## src/rtl/stream_mux_rr.sv

```systemverilog
// stream_mux_rr: N-input valid/ready stream multiplexer with one registered
// output stage. Arbitration is either an explicit channel select or
// round-robin across requesting inputs, fixed by RR_MODE.
module stream_mux_rr #(
  parameter int WIDTH   = 32,
  parameter int N_IN    = 4,
  parameter int RR_MODE = 0,
  parameter int SEL_W   = $clog2(N_IN)
) (
  input  logic                  clk,
  input  logic                  rst_n,
  input  logic [N_IN*WIDTH-1:0] in_data,
  input  logic [N_IN-1:0]       in_valid,
  output logic [N_IN-1:0]       in_ready,
  input  logic [SEL_W-1:0]      sel,
  output logic [WIDTH-1:0]      out_data,
  output logic                  out_valid,
  input  logic                  out_ready,
  output logic [SEL_W-1:0]      out_src
);

  logic             load_en;
  logic             gnt_vld;
  logic [SEL_W-1:0] gnt_idx;
  logic [WIDTH-1:0] gnt_data;
  logic [SEL_W-1:0] ptr;
  logic             xfer;

  // Output register can take a beat when empty or while its beat is popped.
  assign load_en = !out_valid || out_ready;

  // Pick the granted channel. In round-robin mode the loop runs from the
  // farthest candidate to the nearest, so the one closest to ptr wins.
  always_comb begin
    gnt_vld = 1'b0;
    gnt_idx = '0;
    if (RR_MODE != 0) begin
      for (int k = N_IN - 1; k >= 0; k--) begin
        for (int i = 0; i < N_IN; i++) begin
          if (in_valid[i] && (i == ((int'(ptr) + k) % N_IN))) begin
            gnt_vld = 1'b1;
            gnt_idx = SEL_W'(i);
          end
        end
      end
    end else begin
      // Out-of-range sel matches no channel, so it simply never grants.
      for (int i = 0; i < N_IN; i++) begin
        if (in_valid[i] && (int'(sel) == i)) begin
          gnt_vld = 1'b1;
          gnt_idx = SEL_W'(i);
        end
      end
    end
  end

  // Route the granted channel's data and raise exactly its ready bit.
  always_comb begin
    gnt_data = '0;
    in_ready = '0;
    for (int i = 0; i < N_IN; i++) begin
      if (int'(gnt_idx) == i) begin
        gnt_data    = in_data[i*WIDTH +: WIDTH];
        in_ready[i] = rst_n && load_en && gnt_vld;
      end
    end
  end

  assign xfer = |(in_valid & in_ready);

  // Output stage and round-robin pointer; ptr only moves on an accepted beat.
  always_ff @(posedge clk or negedge rst_n) begin
    if (!rst_n) begin
      out_valid <= 1'b0;
      out_data  <= '0;
      out_src   <= '0;
      ptr       <= '0;
    end else if (xfer) begin
      out_valid <= 1'b1;
      out_data  <= gnt_data;
      out_src   <= gnt_idx;
      if (RR_MODE != 0) begin
        if (int'(gnt_idx) == N_IN - 1) ptr <= '0;
        else                           ptr <= gnt_idx + 1'b1;
      end
    end else if (out_ready) begin
      out_valid <= 1'b0;
    end
  end

endmodule
```

## config.mk

```make
export PLATFORM = sky130hd
export DESIGN_NAME = stream_mux_rr
export DESIGN_NICKNAME = d
export VERILOG_FILES = /design/src/rtl/stream_mux_rr.sv
export SDC_FILE = /design/constraint.sdc
export NUM_CORES = 1
export LEC_CHECK = 0
export BUFFER_PORTS_ARGS = -buffer_cell sky130_fd_sc_hd__buf_2
export CAP_MARGIN = 20
export CORE_MARGIN = 4
export CORE_UTILIZATION = 42
export CTS_BUF_LIST = sky130_fd_sc_hd__clkbuf_8
export DETAILED_ROUTE_END_ITERATION = 16
export PLACE_DENSITY = 0.93
export SLEW_MARGIN = 20
export SYNTH_ARGS = -nofsm -noshare
export SYNTH_HDL_FRONTEND = slang
export SYNTH_SLANG_ARGS = --single-unit
```

## constraint.sdc

```tcl
create_clock -name clk -period 1.9 [get_ports clk]
set_clock_uncertainty 0.05 [all_clocks]
set_input_delay 0.19 -clock clk [delete_from_list [all_inputs] [get_ports clk]]
set_output_delay 0.19 -clock clk [all_outputs]
set_load 0.02 [all_outputs]
```

==> results.yml <==
global_route:
  antenna_found_initial: 0
  grt_usage: 0.236
  grt_pass1_wl_mm: 13.4
  grt-ovfl-total: 0
  grt_pass1_vias: 2845
  grt_max_degree: 37
power_and_ir_drop:
  p_clk_frac: 0.203
  sequentialPowerShare: 0.392
  p_comb_frac: 0.406
  p_leak_uw: 0.00168
  p_int_uw: 1630
  power_density_nw_per_um2: 759
  vdd_drop_max_mv: 0.452
  switchingPower_uw: 973
  p_sw_frac: 0.374
timing:
  slew_headroom: 0.503
  fin_crit_sh: 0.947
  tightest_slew_ns: 0.743
  maxSlewViolCount: 0
  setup_viol: 0
  rsz0062_at_grt: "false"
  setup_tns_ns: 0
  hold_viol: 0
  fmax_mhz: 556
  layout_min_cycle_time_ns: 1.80
routing:
  vias: 2840
  drt_first_iter_violations: 111
  viasPerCell: 5.49
  drc_errors: 0
  drt-wirelength-per-cell_um: 16.4
  wl_mm: 8.46
  ant_nets: 0
  drtPass1Iterations: 6
finish:
  diodes: 0
  fin_nets: 581
  drive_above_1_share: 0.483
  final_cell_mix: "175 x buf_2, 56 x nor2_1, 35 x dfrtp_1, 34 x nand2_1, 25 x o21ai_0"
  final_common_cell: "buf_2"
  fin_cells: 517
  final_util: 0.626
  area_growth_pct: 45.2
critical_path:
  cp_max_fo: 5
  r2r-start: "out_valid"
  cpPeakStageDelay_ns: 0.52
  reg2reg_to: "out_data[19]"
  cpMostUsedCell: "buf_2"
  reg2reg_depth: 5
  path_class: "primary input to output port"
  crit_path_end_kind: "output port"
  cp.required_ns: 1.66
  worstPathArrival_ns: 1.56
  crit_chain: "dlygate4sd3_1, buf_2, nand2_2, nor4b_4, buf_4, buf_2"
  critical_path.startpoint_type: "primary input"
  critPathSlowestCell: "dlygate4sd3_1"
  r2r_setup_slack_ns: 0.35
synth:
  synth_cells: 269
  syn_nets: 406
  ys_ff_latch: 35
  avgSynthCellArea_um2: 8.77
  yosysSeqAreaShare: 0.371
  netlist-cell-type-count: 26
  synth_edf_count: 0
  yosysWarnings: 0
  synthArstFlopShare: 1.00
  syn_area_um2: 2360
  synthFlopType: "dfrtp_1"
clocking:
  root_buffer: "clkbuf_8"
  cts_setup_buffers: 0
  numCtsBuffers: 5
  clkSinkCount: 35
  clockBufferDepth: 2
  path_clk_slew_ns: 0.07
  insertion_delay_ns: 0.28
  cts_tree: "yes"
  cts-htree-levels: 2
die:
  core_area_um2: 5470
  ios: 176
  fp.dieH_um: 83.0
  start_util: 0.431
  dieArea_um2: 6880
  dieWidth_um: 83.0
  core.rowCount: 27
worst_hold_path:
  whs_endpoint: "out_data[3]"
  hold_class: "primary input to flip-flop"
  worst_hold_startpoint: "in_data[3]"
  worstHoldPathCells: 3
placed_design:
  hpwl_mm: 6.52
  portBuffers: 175
  gp_congestion: 0.901
  dp_cells: 508
job:
  max-cap-violations: 0
run_status:
  status: "finished clean"
-- critical path: cells and delay by family --
kind                   cells  cell delay, ns
buffers and inverters      4            0.98
and+or+nand+nor            2            0.39
-- power groups by stage --
stage,logic (uW),clock network (uW),registers (uW)
after floorplan,391,0,1250
after global placement,1030,0,1020
after detailed placement,1050,0,1030
after CTS,1060,538,1020
after global routing,1140,576,1040
final,1060,527,1020
-- cells by family (layout without fill, tap and decap cells) --
group	count (synthesis)	count (layout)	share of synthesized area
buf+inv	27	203	0.0737
flops	35	35	0.371
compound gates	74	74	0.235
simple gates	100	100	0.169
mux	33	33	0.151
-- routing by layer --
layer  share of wire  vias to the layer above  global-route usage
li1                -                     1336                   -
met1            0.39                     1323               0.270
met2            0.49                      164               0.415
met3            0.10                       17              0.0665
met4           0.018                        0              0.0892
met5               0                        -                   0
-- synthesized netlist by cell type, drive strengths merged (4+ instances only) --
library cell	n	area, um^2
a222oi	10	100
nor2	56	210
mux2	10	113
o21ai	25	125
nand2	35	131
clkbuf	13	48.8
a31oi	11	68.8
dfrtp	35	876
mux2i	22	220
o32a	22	220
a21oi	4	23.8
buf	12	118
-- state kept, by name (all words and copies together), names as in the netlist --
name / flops
out_src: 2
out_data: 32
out_valid: 1
-- area by class of cell --
cell class | count | area (um^2)
fill | 485 | 2050
multi-input combinational | 207 | 1330
timing repair buffer | 193 | 1040
sequential | 35 | 876
tap | 72 | 90.1
clock buffer | 5 | 68.8
clock inverter | 3 | 16.3
inverter | 2 | 7.51
-- how the worst max path moves through the flow --
stage	startpoint	end	slack, ns	cells past startpoint
detailed placement	sel[1]	out_data[21]	0.14	5
finish	rst_n	in_ready[0]	0.1	6
CTS	rst_n	in_ready[0]	0.02	6
floorplan	out_valid	in_ready[3]	0.15	5
global route	rst_n	in_ready[0]	0.01	6
global placement	sel[1]	out_data[24]	0.29	5
-- metrics by stage --
stage | total power [uW] | setup WS, ns | area (um^2) | hold slack (ns)
after floorplan | 1640 | 0.152 | 2360 | -0.156
after global placement | 2050 | 0.294 | 3310 | 0.282
after detailed placement | 2080 | 0.143 | 3310 | 0.283
after CTS | 2610 | 0.0157 | 3410 | 0.191
after global routing | 2750 | 0.0117 | 3430 | 0.192
final | 2600 | 0.0999 | 3430 | 0.197
-- timing repair --
action,CTS,global route
hold buffers,1,0
setup endpoints to repair,1,1
resized for setup,1,2
hold endpoints to repair,35,0
gates cloned,0,0
Power figures use the tool's default switching activity.
